==> src/rtl/pwm_capture_if.sv <==
// pwm_capture_if: capture controls and measurement results of pwm_capture.
// master drives the controls and reads results; slave is the capture block.
interface pwm_capture_if #(
  parameter int CNT_W = 16
);
  logic             en;
  logic             i_pwm;
  logic [CNT_W-1:0] i_timeout;
  logic [CNT_W-1:0] o_period;
  logic [CNT_W-1:0] o_high;
  logic             o_valid;
  logic             o_stuck_high;
  logic             o_stuck_low;
  logic             o_ovf;

  modport master (
    output en,
    output i_pwm,
    output i_timeout,
    input  o_period,
    input  o_high,
    input  o_valid,
    input  o_stuck_high,
    input  o_stuck_low,
    input  o_ovf
  );

  modport slave (
    input  en,
    input  i_pwm,
    input  i_timeout,
    output o_period,
    output o_high,
    output o_valid,
    output o_stuck_high,
    output o_stuck_low,
    output o_ovf
  );
endinterface

==> src/rtl/pwm_capture.sv <==
// pwm_capture: measures period and high time of a PWM input between rises,
// with stuck-high/low timeout detection and a sticky overflow flag.
module pwm_capture #(
  parameter int CNT_W       = 16,
  parameter int SYNC_STAGES = 2
) (
  input logic        clk,
  input logic        rst,
  pwm_capture_if.slave bus
);
  typedef enum logic [1:0] {
    IDLE,
    ARM,
    MEASURE
  } state_t;

  localparam logic [CNT_W-1:0] ONES = '1;
  localparam logic [CNT_W-1:0] ONE  = CNT_W'(1);

  state_t state_q, state_d;

  logic [SYNC_STAGES-1:0] sync_q;
  logic                   s, s_d, rise;

  logic [CNT_W-1:0] pcnt_q, pcnt_d;
  logic [CNT_W-1:0] hcnt_q, hcnt_d;
  logic [CNT_W-1:0] period_q, period_d;
  logic [CNT_W-1:0] high_q, high_d;
  logic [CNT_W-1:0] pcnt_inc, hcnt_inc;
  logic             valid_q, valid_d;
  logic             sth_q, sth_d;
  logic             stl_q, stl_d;
  logic             ovf_q, ovf_d;
  logic             expire;

  always_ff @(posedge clk or posedge rst) begin
    if (rst) begin
      sync_q <= '0;
      s_d    <= 1'b0;
    end else begin
      sync_q <= {sync_q[SYNC_STAGES-2:0], bus.i_pwm};
      s_d    <= s;
    end
  end

  assign s    = sync_q[SYNC_STAGES-1];
  assign rise = s & ~s_d;

  assign pcnt_inc = (pcnt_q == ONES) ? pcnt_q : pcnt_q + ONE;
  assign hcnt_inc = (hcnt_q == ONES) ? hcnt_q : hcnt_q + ONE;

  // A rise in the expiry cycle takes priority over the timeout.
  assign expire = (bus.i_timeout != '0) &&
                  (pcnt_q == bus.i_timeout) && !rise;

  always_comb begin
    state_d  = state_q;
    pcnt_d   = pcnt_q;
    hcnt_d   = hcnt_q;
    period_d = period_q;
    high_d   = high_q;
    valid_d  = 1'b0;
    sth_d    = sth_q;
    stl_d    = stl_q;
    ovf_d    = ovf_q;
    unique case (state_q)
      IDLE: begin
        pcnt_d  = '0;
        hcnt_d  = '0;
        state_d = ARM;
      end
      ARM: begin
        if (rise) begin
          pcnt_d  = ONE;
          hcnt_d  = ONE;
          sth_d   = 1'b0;
          stl_d   = 1'b0;
          state_d = MEASURE;
        end else if (expire) begin
          if (s) sth_d = 1'b1;
          else   stl_d = 1'b1;
          period_d = '0;
          high_d   = '0;
          pcnt_d   = ONE;
          hcnt_d   = '0;
        end else begin
          pcnt_d = pcnt_inc;
        end
      end
      MEASURE: begin
        if (rise) begin
          period_d = pcnt_q;
          high_d   = hcnt_q;
          valid_d  = 1'b1;
          pcnt_d   = ONE;
          hcnt_d   = ONE;
          sth_d    = 1'b0;
          stl_d    = 1'b0;
          if (pcnt_q == ONES) ovf_d = 1'b1;
        end else if (expire) begin
          if (s) sth_d = 1'b1;
          else   stl_d = 1'b1;
          period_d = '0;
          high_d   = '0;
          pcnt_d   = ONE;
          hcnt_d   = '0;
          state_d  = ARM;
        end else begin
          pcnt_d = pcnt_inc;
          if (s) hcnt_d = hcnt_inc;
        end
      end
      default: state_d = IDLE;
    endcase
    if (!bus.en) begin
      state_d  = IDLE;
      pcnt_d   = '0;
      hcnt_d   = '0;
      period_d = '0;
      high_d   = '0;
      valid_d  = 1'b0;
      sth_d    = 1'b0;
      stl_d    = 1'b0;
      ovf_d    = 1'b0;
    end
  end

  always_ff @(posedge clk or posedge rst) begin
    if (rst) begin
      state_q  <= IDLE;
      pcnt_q   <= '0;
      hcnt_q   <= '0;
      period_q <= '0;
      high_q   <= '0;
      valid_q  <= 1'b0;
      sth_q    <= 1'b0;
      stl_q    <= 1'b0;
      ovf_q    <= 1'b0;
    end else begin
      state_q  <= state_d;
      pcnt_q   <= pcnt_d;
      hcnt_q   <= hcnt_d;
      period_q <= period_d;
      high_q   <= high_d;
      valid_q  <= valid_d;
      sth_q    <= sth_d;
      stl_q    <= stl_d;
      ovf_q    <= ovf_d;
    end
  end

  assign bus.o_period     = period_q;
  assign bus.o_high       = high_q;
  assign bus.o_valid      = valid_q;
  assign bus.o_stuck_high = sth_q;
  assign bus.o_stuck_low  = stl_q;
  assign bus.o_ovf        = ovf_q;
endmodule

==> src/flat_wrapper.sv <==
// flat-port wrapper written by rule: the top's interface ports become plain ports
module pwm_capture_flat 
#(
  parameter int CNT_W       = 16,
  parameter int SYNC_STAGES = 2
)
  (clk, rst, bus_en, bus_i_pwm, bus_i_timeout, bus_o_period, bus_o_high, bus_o_valid, bus_o_stuck_high, bus_o_stuck_low, bus_o_ovf);
  pwm_capture_if #(.CNT_W(CNT_W)) bus_i ();
  input logic clk;
  input logic rst;
  input wire logic [$bits(bus_i.en)-1:0] bus_en;
  input wire logic [$bits(bus_i.i_pwm)-1:0] bus_i_pwm;
  input wire logic [$bits(bus_i.i_timeout)-1:0] bus_i_timeout;
  output wire logic [$bits(bus_i.o_period)-1:0] bus_o_period;
  output wire logic [$bits(bus_i.o_high)-1:0] bus_o_high;
  output wire logic [$bits(bus_i.o_valid)-1:0] bus_o_valid;
  output wire logic [$bits(bus_i.o_stuck_high)-1:0] bus_o_stuck_high;
  output wire logic [$bits(bus_i.o_stuck_low)-1:0] bus_o_stuck_low;
  output wire logic [$bits(bus_i.o_ovf)-1:0] bus_o_ovf;
  assign bus_i.en = bus_en;
  assign bus_i.i_pwm = bus_i_pwm;
  assign bus_i.i_timeout = bus_i_timeout;
  assign bus_o_period = bus_i.o_period;
  assign bus_o_high = bus_i.o_high;
  assign bus_o_valid = bus_i.o_valid;
  assign bus_o_stuck_high = bus_i.o_stuck_high;
  assign bus_o_stuck_low = bus_i.o_stuck_low;
  assign bus_o_ovf = bus_i.o_ovf;
  pwm_capture #(.CNT_W(CNT_W), .SYNC_STAGES(SYNC_STAGES)) u_core (.clk(clk), .rst(rst), .bus(bus_i));
endmodule
==> config.mk <==
export PLATFORM = sky130hd
export DESIGN_NAME = pwm_capture_flat
export DESIGN_NICKNAME = d
export VERILOG_FILES = /design/src/rtl/pwm_capture_if.sv /design/src/rtl/pwm_capture.sv /design/src/flat_wrapper.sv
export SDC_FILE = /design/constraint.sdc
export NUM_CORES = 1
export LEC_CHECK = 0
export BUFFER_PORTS_ARGS = -buffer_cell sky130_fd_sc_hd__buf_2
export CAP_MARGIN = 20
export CORE_UTILIZATION = 59
export CTS_BUF_LIST = sky130_fd_sc_hd__clkbuf_8
export DETAILED_ROUTE_END_ITERATION = 10
export HOLD_SLACK_MARGIN = 0.06
export PLACE_DENSITY = 0.85
export SETUP_SLACK_MARGIN = 0.02
export SYNTH_ARGS = -nofsm -noshare
export SYNTH_HDL_FRONTEND = slang
export SYNTH_SLANG_ARGS = --single-unit
==> constraint.sdc <==
create_clock -name clk -period 2.8 [get_ports clk]
set_input_delay 0.14 -clock clk [delete_from_list [all_inputs] [get_ports clk]]
set_output_delay 0.14 -clock clk [all_outputs]
set_load 0.02 [all_outputs]
==> results of run 1 <==
worst reg2reg max path, stage by stage (launching register included):
cell	delay (ps)
dfrtp_1	450
xor2_1	200
nor4_1	320
nand2_1	210
and4b_1	340
o21a_2	290
nand2_1	170
o41ai_1	420
power groups by stage:
stage	Combinational, mW	Sequential (mW)	Clock [mW]
2_1_floorplan	0.261	1.11	0
3_3_place_gp	0.347	1.11	0
3_5_place_dp	0.356	1.12	0
4_1_cts	0.365	1.09	0.717
5_1_grt	0.403	1.10	0.760
6_report	0.369	1.10	0.706
through the flow:
| step | area [sq um] | instances |
|---|---|---|
| global route | 4220 | 494 |
| floorplan | 3670 | 355 |
| global placement | 4050 | 478 |
| detailed placement | 4050 | 478 |
| CTS | 4220 | 494 |
| finish | 4220 | 494 |
registers in the layout, summed over array words and instances (netlist names):
register	count
u_core.bus.o_valid	1
u_core.hcnt_q	16
u_core.bus.o_stuck_high	1
u_core.bus.o_stuck_low	1
u_core.bus.o_period	16
u_core.bus.o_high	16
u_core.s_d	1
u_core.sync_q	2
u_core.pcnt_q	16
u_core.state_q	2
u_core.bus.o_ovf	1
final timing paths:
check                                       from                      end  slack [ps]  depth (start not counted)
min in group clk                          bus_en         u_core.bus.o_ovf         130                          2
worst min register to register  u_core.sync_q[0]         u_core.sync_q[1]         350                          0
worst max register to register  u_core.pcnt_q[6]         u_core.hcnt_q[5]         290                          7
worst max-delay path            u_core.pcnt_q[6]         u_core.hcnt_q[5]         290                          7
worst min-delay path                         rst  u_core.bus.o_period[13]          60                          3
max in group asynchronous                    rst         u_core.pcnt_q[4]        2160                          3
final cells by class:
class	count	area share (%)
Sequential cell	73	43.3
Clock buffer	10	3.26
Inverter	9	0.800
Multi-Input combinational cell	257	41.2
Clock inverter	5	0.593
Tap cell	75	2.22
Timing Repair Buffer	65	8.66
cells by family after synthesis:
| logic type | count (synthesis) | share of synthesized area [%] |
|---|---|---|
| xor gates and xnor gates | 20 | 4.78 |
| and+or+nand+nor | 125 | 18.7 |
| muxes | 2 | 0.546 |
| adders and majority gates | 6 | 2.05 |
| DFF | 73 | 49.8 |
| AOI/OAI and AO/OA | 104 | 21.2 |
| buffers and inverters | 25 | 2.94 |
cells in the final DEF, fill, tap and decap left out, drive strengths merged, types with 11 or more instances in the layout:
| cell type | n |
|---|---|
| a22o | 40 |
| buf | 64 |
| dfrtp | 73 |
| inv | 11 |
| nand2 | 28 |
| nand3 | 14 |
| nor2 | 26 |
| o21ai | 23 |
| xor2 | 20 |
timing repair:
action                                  4_1_cts  5_1_grt
hold buffers                                  1        0
endpoints found under the setup margin        0        1
endpoints found under the hold margin         1        0
resized for setup                             0        1
per-layer routing:
metal / GRT usage (%) / routed length [microns]
met5: 0 / 0
met4: 12.1 / 140
met3: 4.72 / 502
met2: 44.8 / 3970
met1: 40.0 / 3950
==> metrics.md, run 1 <==
| Metric | Value |
|---|---|
| Pwr Total | 2.17 mW |
| Clock tree root buffer cell | clkbuf_8 |
| Mapped Nets | 381 |
| Critical Path RT | 3020 ps |
| Top-area cell type share of the netlist area | 49.8% |
| Vias in the first global route | 2875 |
| Slowest stage cell, crit path | dfrtp_1 |
| Switch share | 30.1% |
| Post-synth top flop | dfrtp_1 |
| CP top delay family | simple AND/OR/NAND/NOR gates |
| CTS clk-pin slew, worst paths | 70 ps |
| Clk sinks | 73 |
| CP endpoint kind | register |
| Achievable Freq | 0.398 GHz |
| Fin worst setup slack | 286 ps |
| Residual DRC | 0 |
| RSZ-0062 raised after global routing | false |
| Worst stage delay on the critical path | 450 ps |
| Routed vias/inst | 6.18 |
| Post-synth top cells | dfrtp_1 (73), a22o_1 (40), nand2_1 (28) |
| Sequential area share after synthesis | 49.8% |
| Int Pwr | 1.52 mW |
| Final clock skew | 11.9 ps |
| Critical path class | reg2reg |
| Max-cap viol count | 0 |
| Port Buf Inserts | 55 |
| Synth Instances | 355 |
| Antenna-violating nets left | 0 |
| CP Buf/Inv Count | 0 |
| Drt wl/cell | 17.3 microns |
| Crit path time final | 2510 ps |
| Power Density | 514 nW/um^2 |
| Maximum vdd drop | 0.517 mV |
| Level count of the clock H-tree | 3 |
| CP arrival | 2740 ps |
| Post-synth EDFFs | 0 |
| Ports | 56 |
| Top cells by area, synth | dfrtp_1 (50%), a22o_1 (9.6%), xor2_1 (4.8%) |
| Drt first pass iters | 5 |
| Fillers | 444 |
| Initial antenna violation count | 0 |
| Least-Margin Pin Slew | 887 ps |
| Setup_tns | 0 ps |
| CP startpoint kind | register |
| Area grow syn2layout | 15.1% |
| Slew Viols, Final | 0 |
| GRT Overall Usage | 28.8% |
| Leakage power | 2.12 nW |
| Initial DRC Count | 296 |
| Die area | 6530 sq um |
| Num CTS Buffers | 9 |
| CP dominant cell by count | nand2_1 |
| Dpl hpwl | 5770 microns |
| Leading area contributor after synthesis | dfrtp_1 |
| Share of cells above drive strength 1 | 21.2% |
| Height of the die | 80.8 microns |
| Crit-path cells | xor2_1, nor4_1, nand2_1, and4b_1, o21a_2, nand2_1, o41ai_1 |
| DP Worst Slack | 164 ps |
| Mapped Area | 3670 sq um |
| Status | completed |
| Final setup viols | 0 |
| YS warnings | 0 |
| Fin crit share | 89.8% |
| Via count | 3054 |
| CP max FO | 11 |
| Flop pwr share | 50.5% |
| Die width | 80.8 microns |
| Multi-input logic area | 1740 sq um |
| Combinational Power Share | 17.0% |
| Ys async rst share | 100% |
| Slew Limit Headroom | 40.8% |
| Flop and latch count out of synthesis | 73 |
| Largest net degree at the start of global routing | 74 |
| Clock Path Buffers | 2 |
| Storage cell area | 1830 sq um |
| Hold Vio Cnt, Final | 0 |
| Cell row count | 28 |
| Synth unique cells | 46 |
| Hold_ws | 59.6 ps |
| CTS tree | built |
| # nets final | 441 |
| Antenna diodes | 0 |
| First-pass GRT wire length | 14100 microns |
| Hold Path Class | in2async |
| Initial Util | 61.6% |
| Overflow left after global routing | 0 |
| Skew-Pair Late Insertion Delay | 350 ps |
| Routability Congestion | 0.943 |
| Final wirelength | 8560 microns |
| Setup bufs post-CTS | 0 |
| Top-count cell post-synth | dfrtp_1 |
| Sw Pwr | 654 uW |
| Syn_area_per_cell | 10.3 sq um |
| Post-layout utilization of the core | 70.9% |
| Core Area | 5960 sq um |
| Clock share of power | 32.5% |
Note: power is estimated with default switching activity, not from simulation.
==> inputs of run 2 (changes only) <==
--- a/config.mk
+++ b/config.mk
@@ -13,4 +13,5 @@
 export HOLD_SLACK_MARGIN = 0.06
 export PLACE_DENSITY = 0.85
+export RECOVER_POWER = 100
 export SETUP_SLACK_MARGIN = 0.02
 export SYNTH_ARGS = -nofsm -noshare
==> constraint.sdc (replaced) <==
create_clock -name clk -period 2.8 [get_ports clk]
set_input_delay 0.14 -clock clk [delete_from_list [all_inputs] [get_ports clk]]
set_output_delay 0.14 -clock clk [all_outputs]
set_load 0.05 [all_outputs]
==> run 2 against run 1 <==
Compared with the run above:
- the flow now finishes with violations (max-capacitance violations, max-slew violations)
- fmax is 1.5% lower
- largest cell class unchanged
- largest power group unchanged
- critical path type unchanged
- cell count stayed put
- sequential power hardly changed
- count of clock-buffer cells in the layout stayed put
==> metrics.md, run 2 (same netlist as run 1, synthesis figures left out) <==
| Metric | Value |
|---|---|
| Hold Vio Cnt, Final | 0 |
| CP max FO | 12 |
| CP arrival | 2840 ps |
| CP startpoint kind | register |
| Initial Util | 61.6% |
| Crit path launch | u_core.state_q[0] |
| Commonest non-fill, non-tap cells in the layout | dfrtp_1 (73), a22o_1 (40), clkbuf_1 (38), nand2_1 (28), nor2_1 (26) |
| Die width | 80.8 microns |
| Status | complete, but fails checks |
| Vias in the first global route | 2875 |
| GRT Overall Usage | 28.8% |
| Die area | 6530 sq um |
| Num CTS Buffers | 9 |
| Hold Path Class | in2reg |
| Final wirelength | 8570 microns |
| Worst stage delay on the critical path | 580 ps |
| Maximum vdd drop | 0.521 mV |
| CTS clk-pin slew, worst paths | 80 ps |
| Slew Limit Headroom | -15.8% |
| Routability Congestion | 0.943 |
| Max-cap viol count | 1 |
| Skew-Pair Late Insertion Delay | 350 ps |
| Setup bufs post-CTS | 0 |
| Core Area | 5960 sq um |
| Crit-path cells | inv_1, ha_1, nand2_1, nor2_1, o21ai_4, and2_0, or4_1, nand2_1 |
| Via count | 3060 |
| First-pass GRT wire length | 14100 microns |
| Least-Margin Pin Slew | 1740 ps |
| Power Density | 521 nW/um^2 |
| Largest net degree at the start of global routing | 74 |
| Clk sinks | 73 |
| Switch share | 30.1% |
| Hold Crit Depth | 2 |
| Overflow left after global routing | 0 |
| Commonest non-fill, non-tap cell in the layout | dfrtp_1 |
| Hold wc startpoint | bus_en |
| Pwr Total | 2.16 mW |
| Combinational Power Share | 16.6% |
| Area grow syn2layout | 13.0% |
| Share of cells above drive strength 1 | 11.5% |
| # nets final | 441 |
| Sw Pwr | 651 uW |
| Routed vias/inst | 6.19 |
| CTS tree | built |
| Final clock skew | 10.7 ps |
| Initial DRC Count | 275 |
| Int Pwr | 1.51 mW |
| Level count of the clock H-tree | 3 |
| Cell row count | 28 |
| Antenna-violating nets left | 0 |
| Clock tree root buffer cell | clkbuf_8 |
| Antenna diodes | 0 |
| Ports | 56 |
| CP dominant cell by count | nand2_1 |
| Fin crit share | 91.1% |
| Flop pwr share | 50.7% |
| Setup_tns | 0 ps |
| Drt first pass iters | 5 |
| Slowest stage cell, crit path | or4_1 |
| Placed cell areas | 4050 sq um |
| Slew Viols, Final | 74 |
| Residual DRC | 0 |
| Drt wl/cell | 17.4 microns |
| Height of the die | 80.8 microns |
| Clock share of power | 32.6% |
| Achievable Freq | 0.392 GHz |
| Critical Path RT | 3090 ps |
| Violated checks | max-capacitance violations, max-slew violations |
| Reg2reg start | u_core.state_q[0] |
| RSZ-0062 raised after global routing | false |
| Port Buf Inserts | 55 |
| CP endpoint kind | register |
| Worst Reg-to-Reg Cells | 8 |
| Dpl hpwl | 5770 microns |
| Initial antenna violation count | 0 |
| Critical path class | reg2reg |
| Clock Path Buffers | 2 |
| Final setup viols | 0 |
| Leakage power | 1.94 nW |
| Crit path time final | 2550 ps |
| Post-route cell area | 4140 sq um |
run 2: changes by cell type in the layout (fill, tap and decap cells not counted), moves of 2 or more:
| cell | before | now |
|---|---|---|
| and2_0 | 0 | 2 |
| and2_1 | 5 | 3 |
| buf_2 | 55 | 20 |
| buf_4 | 8 | 5 |
| clkbuf_1 | 0 | 38 |
run 2: layout make-up:
class / count / area [sq um]
clock inverters: 5 / 25.0
repair buffers: 65 / 295
clock buffers: 10 / 138
flip-flops and latches: 73 / 1830
inverters: 9 / 33.8
fillers: 476 / 1810
well taps: 75 / 93.8
multi-input cells: 257 / 1730
run 2: stage by stage:
step           hold slack, ps  instances  setup WS [ps]  utilization [%]
2_1_floorplan             171        355            685                -
3_3_place_gp              250        478            354             67.9
3_5_place_dp              250        478            164             67.9
4_1_cts                  94.4        494            132             70.8
5_1_grt                   138        494           59.4             69.6
6_report                  122        494            249             69.6
run 2: per-layer routing:
| metal | track usage, % | up-vias | wire length, microns |
|---|---|---|---|
| met4 | 12.1 | 0 | 169 |
| met1 | 40.0 | 1499 | 4100 |
| met5 | 0 | - | 0 |
| met3 | 4.72 | 12 | 392 |
| met2 | 44.8 | 108 | 3910 |
| li1 | - | 1441 | - |
run 2: what timing repair did:
| item | 4_1_cts | 5_1_grt |
|---|---|---|
| endpoints found under the hold margin | 1 | 0 |
| setup endpoints to repair | 0 | 1 |
| hold buffers | 1 | 0 |
| gates resized for setup | 0 | 1 |
run 2: power groups by stage:
stage / clock [mW] / sequential [mW] / combinational (mW)
floorplan: 0 / 1.11 / 0.261
global placement: 0 / 1.11 / 0.348
detailed placement: 0 / 1.12 / 0.357
CTS: 0.717 / 1.09 / 0.365
global route: 0.760 / 1.10 / 0.394
finish: 0.705 / 1.10 / 0.359
run 2: worst max-delay path: cells and delay by family (launching register included):
kind / cells / cell delay, ps
AO/OA/AOI/OAI: 1 / 160
adder cells (fa/ha/maj): 1 / 390
buffers and inverters: 1 / 90
flip-flops: 1 / 400
AND/OR/NAND/NOR: 5 / 1460
run 2: path summary, 6_finish.rpt:
kind | endpoint | slack [ps]
max | u_core.pcnt_q[3] | 250
min | u_core.bus.o_ovf | 120
max reg2reg | u_core.pcnt_q[3] | 250
min reg2reg | u_core.sync_q[1] | 350
max in group asynchronous | u_core.pcnt_q[4] | 1360
min in group asynchronous | u_core.bus.o_period[12] | 400
